File: config.mk
export PLATFORM = sky130hd
export DESIGN_NAME = branch_resolution_tracker_flat
export DESIGN_NICKNAME = d
export VERILOG_FILES = /design/src/rtl/branch_resolution_tracker_if.sv /design/src/rtl/branch_resolution_tracker.sv /design/src/flat_wrapper.sv
export SDC_FILE = /design/constraint.sdc
export NUM_CORES = 1
export LEC_CHECK = 0
export ABC_CLOCK_PERIOD_IN_PS = 4100
export CAP_MARGIN = 20
export CORE_UTILIZATION = 54
export DETAILED_ROUTE_END_ITERATION = 12
export PLACE_DENSITY = 0.79
export REMOVE_ABC_BUFFERS = 1
export SYNTH_ARGS = -nofsm -noshare
export SYNTH_HDL_FRONTEND = slang
export SYNTH_SLANG_ARGS = --single-unit
File: constraint.sdc
create_clock -name clk -period 4.1 [get_ports clk]
set_clock_uncertainty 0.15 [all_clocks]
set_input_delay 0.82 -clock clk [delete_from_list [all_inputs] [get_ports clk]]
set_output_delay 0.82 -clock clk [all_outputs]
set_load 0.01 [all_outputs]
File: src/rtl/branch_resolution_tracker_if.sv
// Decode/execute-side bundle for the branch resolution tracker: prediction
// entry from decode, resolution and flush from execute, training feedback
// and fetch redirect back toward the predictor and fetch.
// master: decode/execute pipeline side; slave: the tracker.
`timescale 1ns/1ps
interface branch_resolution_tracker_if #(
  parameter int GHR_BITS = 8
) ();
  logic                dec_valid;
  logic [31:0]         dec_pc;
  logic                dec_pred_taken;
  logic [31:0]         dec_pred_target;
  logic [GHR_BITS-1:0] dec_ghr;
  logic                dec_stall;

  logic                ex_valid;
  logic [31:0]         ex_pc;
  logic                ex_taken;
  logic [31:0]         ex_target;
  logic                pipe_flush;

  logic                fb_valid;
  logic [31:0]         fb_pc;
  logic                fb_taken;
  logic [GHR_BITS-1:0] fb_ghr;
  logic                fb_mispredict;
  logic                redirect_valid;
  logic [31:0]         redirect_pc;

  modport master (
    output dec_valid, dec_pc, dec_pred_taken, dec_pred_target, dec_ghr,
    input  dec_stall,
    output ex_valid, ex_pc, ex_taken, ex_target, pipe_flush,
    input  fb_valid, fb_pc, fb_taken, fb_ghr, fb_mispredict,
    input  redirect_valid, redirect_pc
  );

  modport slave (
    input  dec_valid, dec_pc, dec_pred_taken, dec_pred_target, dec_ghr,
    output dec_stall,
    input  ex_valid, ex_pc, ex_taken, ex_target, pipe_flush,
    output fb_valid, fb_pc, fb_taken, fb_ghr, fb_mispredict,
    output redirect_valid, redirect_pc
  );
endinterface

File: src/rtl/branch_resolution_tracker.sv
// Branch resolution tracker: in-order queue of decode-time predictions,
// matched against execute-stage resolutions to produce predictor training
// feedback and a fetch redirect on mispredict.
// Optional build macro BRT_STATS_EN adds saturating branch/mispredict counters.
`timescale 1ns/1ps
module branch_resolution_tracker #(
  parameter int DEPTH    = 4,
  parameter int GHR_BITS = 8,
  localparam int CNT_W   = $clog2(DEPTH + 1)
) (
  input  logic                        clk,
  input  logic                        rst_n,
  branch_resolution_tracker_if.slave  bus,
  output logic [CNT_W-1:0]            occupancy,
  output logic                        err_underflow,
  output logic                        err_pc_mismatch
`ifdef BRT_STATS_EN
  ,
  output logic [31:0]                 stat_branches,
  output logic [31:0]                 stat_mispredicts
`endif
);

  localparam int PTR_W = $clog2(DEPTH);

  function automatic logic is_mispredict(input logic        pred_taken,
                                         input logic [31:0] pred_target,
                                         input logic        act_taken,
                                         input logic [31:0] act_target);
    return (pred_taken != act_taken) ||
           (pred_taken && act_taken && (pred_target != act_target));
  endfunction

`ifdef BRT_STATS_EN
  function automatic logic [31:0] sat_inc(input logic [31:0] v);
    return (v == 32'hFFFF_FFFF) ? v : v + 32'd1;
  endfunction
`endif

  // Entry storage (data only, never reset)
  logic [31:0]         pc_mem    [DEPTH];
  logic                taken_mem [DEPTH];
  logic [31:0]         tgt_mem   [DEPTH];
  logic [GHR_BITS-1:0] ghr_mem   [DEPTH];

  logic [PTR_W-1:0] wr_ptr_q, rd_ptr_q;
  logic [CNT_W-1:0] occ_q;

  logic                full, empty, pop, push, mispred, clear;
  logic [31:0]         head_pc, head_tgt, next_pc;
  logic                head_taken;
  logic [GHR_BITS-1:0] head_ghr;

  // Stage p0: head lookup, mispredict decision, push/pop/clear control
  assign full       = (occ_q == CNT_W'(DEPTH));
  assign empty      = (occ_q == '0);
  assign pop        = bus.ex_valid & ~empty;
  assign head_pc    = pc_mem[rd_ptr_q];
  assign head_taken = taken_mem[rd_ptr_q];
  assign head_tgt   = tgt_mem[rd_ptr_q];
  assign head_ghr   = ghr_mem[rd_ptr_q];
  assign mispred    = pop & is_mispredict(head_taken, head_tgt, bus.ex_taken, bus.ex_target);
  assign clear      = mispred | bus.pipe_flush;
  // A pop frees a slot in the same cycle, so a full queue still accepts a push.
  assign bus.dec_stall = full & ~pop;
  assign push       = bus.dec_valid & ~bus.dec_stall;
  assign next_pc    = bus.ex_taken ? bus.ex_target : bus.ex_pc + 32'd4;

  // Queue pointers and occupancy; mispredict or flush discards everything
  always_ff @(posedge clk or negedge rst_n) begin
    if (!rst_n) begin
      wr_ptr_q <= '0;
      rd_ptr_q <= '0;
      occ_q    <= '0;
    end else if (clear) begin
      wr_ptr_q <= '0;
      rd_ptr_q <= '0;
      occ_q    <= '0;
    end else begin
      if (push) wr_ptr_q <= wr_ptr_q + PTR_W'(1);
      if (pop)  rd_ptr_q <= rd_ptr_q + PTR_W'(1);
      occ_q <= occ_q + CNT_W'(push) - CNT_W'(pop);
    end
  end

  // Capture the decode-time prediction into the tail slot
  always_ff @(posedge clk) begin
    if (push) begin
      pc_mem[wr_ptr_q]    <= bus.dec_pc;
      taken_mem[wr_ptr_q] <= bus.dec_pred_taken;
      tgt_mem[wr_ptr_q]   <= bus.dec_pred_target;
      ghr_mem[wr_ptr_q]   <= bus.dec_ghr;
    end
  end

  // Stage p1: registered feedback and redirect, one-cycle pulses
  logic                fb_vld_p1, fb_taken_p1, fb_mis_p1, redirect_vld_p1;
  logic [31:0]         fb_pc_p1, redirect_pc_p1;
  logic [GHR_BITS-1:0] fb_ghr_p1;

  // Feedback register; the exception path owns fetch, so flush masks redirect
  always_ff @(posedge clk or negedge rst_n) begin
    if (!rst_n) begin
      fb_vld_p1       <= 1'b0;
      fb_pc_p1        <= '0;
      fb_taken_p1     <= 1'b0;
      fb_ghr_p1       <= '0;
      fb_mis_p1       <= 1'b0;
      redirect_vld_p1 <= 1'b0;
      redirect_pc_p1  <= '0;
    end else begin
      fb_vld_p1       <= pop;
      redirect_vld_p1 <= mispred & ~bus.pipe_flush;
      if (pop) begin
        fb_pc_p1       <= bus.ex_pc;
        fb_taken_p1    <= bus.ex_taken;
        fb_ghr_p1      <= head_ghr;
        fb_mis_p1      <= mispred;
        redirect_pc_p1 <= next_pc;
      end
    end
  end

  // Sticky protocol error flags, cleared only by reset
  always_ff @(posedge clk or negedge rst_n) begin
    if (!rst_n) begin
      err_underflow   <= 1'b0;
      err_pc_mismatch <= 1'b0;
    end else begin
      if (bus.ex_valid && empty)        err_underflow   <= 1'b1;
      if (pop && (head_pc != bus.ex_pc)) err_pc_mismatch <= 1'b1;
    end
  end

`ifdef BRT_STATS_EN
  // Counters advance on the pop so they move together with the fb_valid pulse
  always_ff @(posedge clk or negedge rst_n) begin
    if (!rst_n) begin
      stat_branches    <= '0;
      stat_mispredicts <= '0;
    end else begin
      if (pop)     stat_branches    <= sat_inc(stat_branches);
      if (mispred) stat_mispredicts <= sat_inc(stat_mispredicts);
    end
  end
`endif

  assign occupancy          = occ_q;
  assign bus.fb_valid       = fb_vld_p1;
  assign bus.fb_pc          = fb_pc_p1;
  assign bus.fb_taken       = fb_taken_p1;
  assign bus.fb_ghr         = fb_ghr_p1;
  assign bus.fb_mispredict  = fb_mis_p1;
  assign bus.redirect_valid = redirect_vld_p1;
  assign bus.redirect_pc    = redirect_pc_p1;

endmodule
File: src/flat_wrapper.sv
// flat-port wrapper written by rule: the top's interface ports become plain ports
module branch_resolution_tracker_flat 
#(
  parameter int DEPTH    = 4,
  parameter int GHR_BITS = 8,
  localparam int CNT_W   = $clog2(DEPTH + 1)
)
  (clk, rst_n, occupancy, err_underflow, err_pc_mismatch, bus_dec_valid, bus_dec_pc, bus_dec_pred_taken, bus_dec_pred_target, bus_dec_ghr, bus_dec_stall, bus_ex_valid, bus_ex_pc, bus_ex_taken, bus_ex_target, bus_pipe_flush, bus_fb_valid, bus_fb_pc, bus_fb_taken, bus_fb_ghr, bus_fb_mispredict, bus_redirect_valid, bus_redirect_pc);
  branch_resolution_tracker_if #(.GHR_BITS(GHR_BITS)) bus_i ();
  input  logic clk;
  input  logic rst_n;
  output logic [CNT_W-1:0] occupancy;
  output logic err_underflow;
  output logic err_pc_mismatch;
  input wire logic [$bits(bus_i.dec_valid)-1:0] bus_dec_valid;
  input wire logic [$bits(bus_i.dec_pc)-1:0] bus_dec_pc;
  input wire logic [$bits(bus_i.dec_pred_taken)-1:0] bus_dec_pred_taken;
  input wire logic [$bits(bus_i.dec_pred_target)-1:0] bus_dec_pred_target;
  input wire logic [$bits(bus_i.dec_ghr)-1:0] bus_dec_ghr;
  output wire logic [$bits(bus_i.dec_stall)-1:0] bus_dec_stall;
  input wire logic [$bits(bus_i.ex_valid)-1:0] bus_ex_valid;
  input wire logic [$bits(bus_i.ex_pc)-1:0] bus_ex_pc;
  input wire logic [$bits(bus_i.ex_taken)-1:0] bus_ex_taken;
  input wire logic [$bits(bus_i.ex_target)-1:0] bus_ex_target;
  input wire logic [$bits(bus_i.pipe_flush)-1:0] bus_pipe_flush;
  output wire logic [$bits(bus_i.fb_valid)-1:0] bus_fb_valid;
  output wire logic [$bits(bus_i.fb_pc)-1:0] bus_fb_pc;
  output wire logic [$bits(bus_i.fb_taken)-1:0] bus_fb_taken;
  output wire logic [$bits(bus_i.fb_ghr)-1:0] bus_fb_ghr;
  output wire logic [$bits(bus_i.fb_mispredict)-1:0] bus_fb_mispredict;
  output wire logic [$bits(bus_i.redirect_valid)-1:0] bus_redirect_valid;
  output wire logic [$bits(bus_i.redirect_pc)-1:0] bus_redirect_pc;
  assign bus_i.dec_valid = bus_dec_valid;
  assign bus_i.dec_pc = bus_dec_pc;
  assign bus_i.dec_pred_taken = bus_dec_pred_taken;
  assign bus_i.dec_pred_target = bus_dec_pred_target;
  assign bus_i.dec_ghr = bus_dec_ghr;
  assign bus_dec_stall = bus_i.dec_stall;
  assign bus_i.ex_valid = bus_ex_valid;
  assign bus_i.ex_pc = bus_ex_pc;
  assign bus_i.ex_taken = bus_ex_taken;
  assign bus_i.ex_target = bus_ex_target;
  assign bus_i.pipe_flush = bus_pipe_flush;
  assign bus_fb_valid = bus_i.fb_valid;
  assign bus_fb_pc = bus_i.fb_pc;
  assign bus_fb_taken = bus_i.fb_taken;
  assign bus_fb_ghr = bus_i.fb_ghr;
  assign bus_fb_mispredict = bus_i.fb_mispredict;
  assign bus_redirect_valid = bus_i.redirect_valid;
  assign bus_redirect_pc = bus_i.redirect_pc;
  branch_resolution_tracker #(.DEPTH(DEPTH), .GHR_BITS(GHR_BITS)) u_core (.clk(clk), .rst_n(rst_n), .bus(bus_i), .occupancy(occupancy), .err_underflow(err_underflow), .err_pc_mismatch(err_pc_mismatch));
endmodule
==> flow_summary_export.csv <==
group,metric,value,unit
status,run_status,"complete, no violations",
setup_path,reg2regPathDepth,7,
placement,dp_cells,1520,
worst_hold_path,path_class_of_the_lowest_slack_min_delay_path,"input port to asynchronous set/reset pin",
power_and_ir_drop,power.share.clock,30.4,%
power_and_ir_drop,p_int,8.30,mW
setup_path,cp_cell_sequence,"buf_4 > mux4_2 > xor2_1 > nor4_1 > nand4_1 > o21ai_0 > a31oi_1",
clock_network,postCtsSetupBuffers,0,
power_and_ir_drop,comb_power_share,24.6,%
clock_network,tritoncts,"done",
yosys,yosysTopAreaCell,"edfxtp_1",
sta,slew-limit-headroom,45.0,%
global_route,grt_antenna_before_repair,1,
clock_network,clock_transition_time_at_the_flip_flop_clock_pins_of_the_worst_setup_and_hold_paths,0.06,ns
setup_path,critical_path.max_fanout,23,
power_and_ir_drop,power.static_leakage,6.94,nW
drt,drc_markers,0,
setup_path,worstPathArrival,3.62,ns
drt,dr.pass1.iters,5,
clock_network,clock_tree.htree_level_count,2,
yosys,avgSynthCellArea,16.4,um^2
setup_path,critical_path.max_stage_delay,0.79,ns
drt,viasPerCell,5.70,
layout,postLayoutCoreUtil,69.6,%
sta,period_needed,3.40,ns
floorplanning,rows,61,
drt,dr.first_iter.drc_count,820,
clock_network,cts_root_buffer,"clkbuf_16",
floorplanning,die_area,29200,um^2
layout,layout_common_cells,"292 x edfxtp_1, 222 x clkdlybuf4s50_1, 157 x nand2_1",
layout,layout-drive-gt1-share,14.2,%
setup_path,classification_of_the_worst_setup_path,"flip-flop to flip-flop",
placement,io_buffers,224,
sta,report.final.setup_viol,0,
layout,most_common_library_cell_in_the_layout_ignoring_fill_and_taps,"edfxtp_1",
yosys,synth-edff-count,292,
global_route,overflow,0,
power_and_ir_drop,power.ir.vdd_worst,373,uV
sta,worstMarginPinSlew,0.824,ns
placement,dp.final_hpwl,24900,um
power_and_ir_drop,power_switching,3.10,mW
clock_network,clock_insertion_delay_worst_skew,0.51,ns
sta,final_min_period_over_clock_period,82.9,%
layout,area_growth,26.3,%
power_and_ir_drop,power_switching_share,27.2,%
yosys,synth.yosys.seq_area_share,70.8,%
yosys,syn-instance-count,938,
clock_network,numClockSinks,377,
power_and_ir_drop,power-per-cell-area,587,nW/um^2
yosys,ys.flop_type,"edfxtp_1",
drt,wl,37100,um
global_route,first_global_vias,9068,
clock_network,tritoncts.num_buffers,39,
setup_path,worst_setup_path_end_kind,"flip-flop",
setup_path,critPathBufInv,1,
drt,vias,9074,
setup_path,cp_data_required_time,4.32,ns
clock_network,cts.hold.buffers_added,0,
floorplanning,die_height,171,um
global_route,track_usage,26.0,%
setup_path,worst_path_max_delay_cell,"dfrtp_4",
drt,wire_per_inst,23.3,um
floorplanning,die_span_in_x,171,um
layout,finish.net_count,1335,
clock_network,clockBufferDepth,3,
run,drv.max_cap_violation_count,0,
clock_network,post_cts.resized_instances,0,
setup_path,timing.critical_path.from_type,"flip-flop",
yosys,yosys-top-cells-area,"edfxtp_1 57%, dfrtp_1 14%, mux4_2 11%, nand2_1 3.8%, xor2_1 2.8%",
layout,final-instance-count-excl-fill,1592,
yosys,yosys.cell_types.count,41,
sta,setup_repair_after_global_routing_missed_its_margin,"no",
power_and_ir_drop,p_seq_share,45.0,%
yosys,netlist.area_leader.share,57.0,%
global_route,grt_start_max_net_pins,76,
floorplanning,pin_count,225,
sta,slew_violations,0,
global_route,grt_first_pass_wirelength,54900,um
yosys,synth.ff_latch_count,377,
floorplanning,design.core.area,27900,um^2
setup_path,worst_path_dominant_cell_family,"flip-flops",
floorplanning,initial_utilization,55.1,%
yosys,yosys_warnings,0,
drt,final_antenna_violating_net_count,0,
yosys,synth.cell_area,15400,um^2
setup_path,r2r-end,"u_core.bus.fb_mispredict",
setup_path,crit-reg2reg-launch,"u_core.rd_ptr_q[0]",
sta,maxClockFrequency,294,MHz
placement,routabilityCongestion,0.817,
setup_path,regToRegSetupSlack,0.70,ns
yosys,postSynth.asyncResetShare,22.5,%
sta,hold_violation_total_from_the_final_report,0,
[logic make-up after synthesis]
group / share of synthesized area [%]
AOI/OAI and AO/OA: 2.09
muxes: 12.1
xor gates and xnor gates: 5.29
and+or+nand+nor: 7.12
adders and majority gates: 0.781
DFF: 70.8
buffers and inverters: 1.80
[worst max-delay path by stage]
stage,from,endpoint,slack [ns],cells after the start
after floorplan,bus_ex_valid,u_core.occupancy[2],-1.87,10
after global placement,bus_ex_pc[2],u_core.bus.redirect_pc[18],0.51,8
after detailed placement,bus_ex_pc[2],u_core.bus.redirect_pc[28],0.47,8
after CTS,u_core.rd_ptr_q[0],u_core.bus.fb_mispredict,0.62,7
after global routing,u_core.rd_ptr_q[0],u_core.bus.fb_mispredict,0.44,7
final,u_core.rd_ptr_q[0],u_core.bus.fb_mispredict,0.70,7
[final cells by class]
type	instances	area, um^2
Inverter	12	45.0
Multi-Input combinational cell	501	4240
Sequential cell	377	10900
Clock buffer	53	1110
Timing Repair Buffer	252	2510
Fill cell	1861	8500
Clock inverter	18	159
Tap cell	378	473
Antenna cell	1	2.50
[metal layers]
layer	part of all wire [%]	GRT usage [%]	vias up	routed length [um]
met2	48	41.7	412	17800
met1	41	35.9	4583	15200
met4	2.7	7.96	2	998
met5	0.046	0	-	17
met3	8.4	5.94	59	3110
li1	-	-	4018	-
[cell usage after synthesis (all sizes together), types with 15 or more instances]
cell type,number
a21oi,15
edfxtp,292
mux4,73
buf,18
o21ai,41
nand2,157
dfrtp,85
nor4,19
xnor2,43
xor2,50
mux2i,21
clkbuf,30
[sequential cells by signal, summed over array words and instances (netlist names)]
| signal | flops |
|---|---|
| u_core.bus.fb_ghr | 8 |
| u_core.bus.fb_mispredict | 1 |
| u_core.bus.fb_pc | 32 |
| u_core.bus.fb_taken | 1 |
| u_core.bus.fb_valid | 1 |
| u_core.bus.redirect_pc | 32 |
| u_core.bus.redirect_valid | 1 |
| u_core.err_pc_mismatch | 1 |
| u_core.err_underflow | 1 |
| u_core.ghr_mem | 32 |
| u_core.occupancy | 3 |
| u_core.pc_mem | 128 |
| u_core.rd_ptr_q | 2 |
| u_core.taken_mem | 4 |
| u_core.tgt_mem | 128 |
| u_core.wr_ptr_q | 2 |
[power by group through the flow]
stage	Sequential, mW	Combinational (mW)	Clock, mW
after floorplan	5.37	1.17	0
after global placement	5.17	2.76	0
after detailed placement	5.21	2.81	0
after CTS	5.14	2.83	3.50
after global routing	5.19	3.03	3.64
final	5.13	2.80	3.47
[stage by stage]
| stage | power (mW) | setup TNS (ns) | area (um^2) | setup slack, ns | hold slack, ns |
|---|---|---|---|---|---|
| global placement | 7.93 | 0 | 18200 | 0.515 | 0.290 |
| floorplan | 6.54 | -34.04 | 15200 | -1.87 | 0.343 |
| finish | 11.4 | 0 | 19400 | 0.699 | 0.244 |
| CTS | 11.5 | 0 | 19400 | 0.624 | 0.270 |
| global route | 11.9 | 0 | 19400 | 0.440 | 0.298 |
| detailed placement | 8.02 | 0 | 18200 | 0.471 | 0.298 |
[worst register-to-register path: cells and delay by family (launching register included)]
kind | cells | cell delay [ns]
xor gates and xnor gates | 1 | 0.16
muxes | 1 | 0.55
DFF | 1 | 0.79
buffers and inverters | 1 | 0.34
and+or+nand+nor | 2 | 0.69
AOI/OAI and AO/OA | 2 | 0.57
No activity file was read; power rests on OpenSTA's default activity.
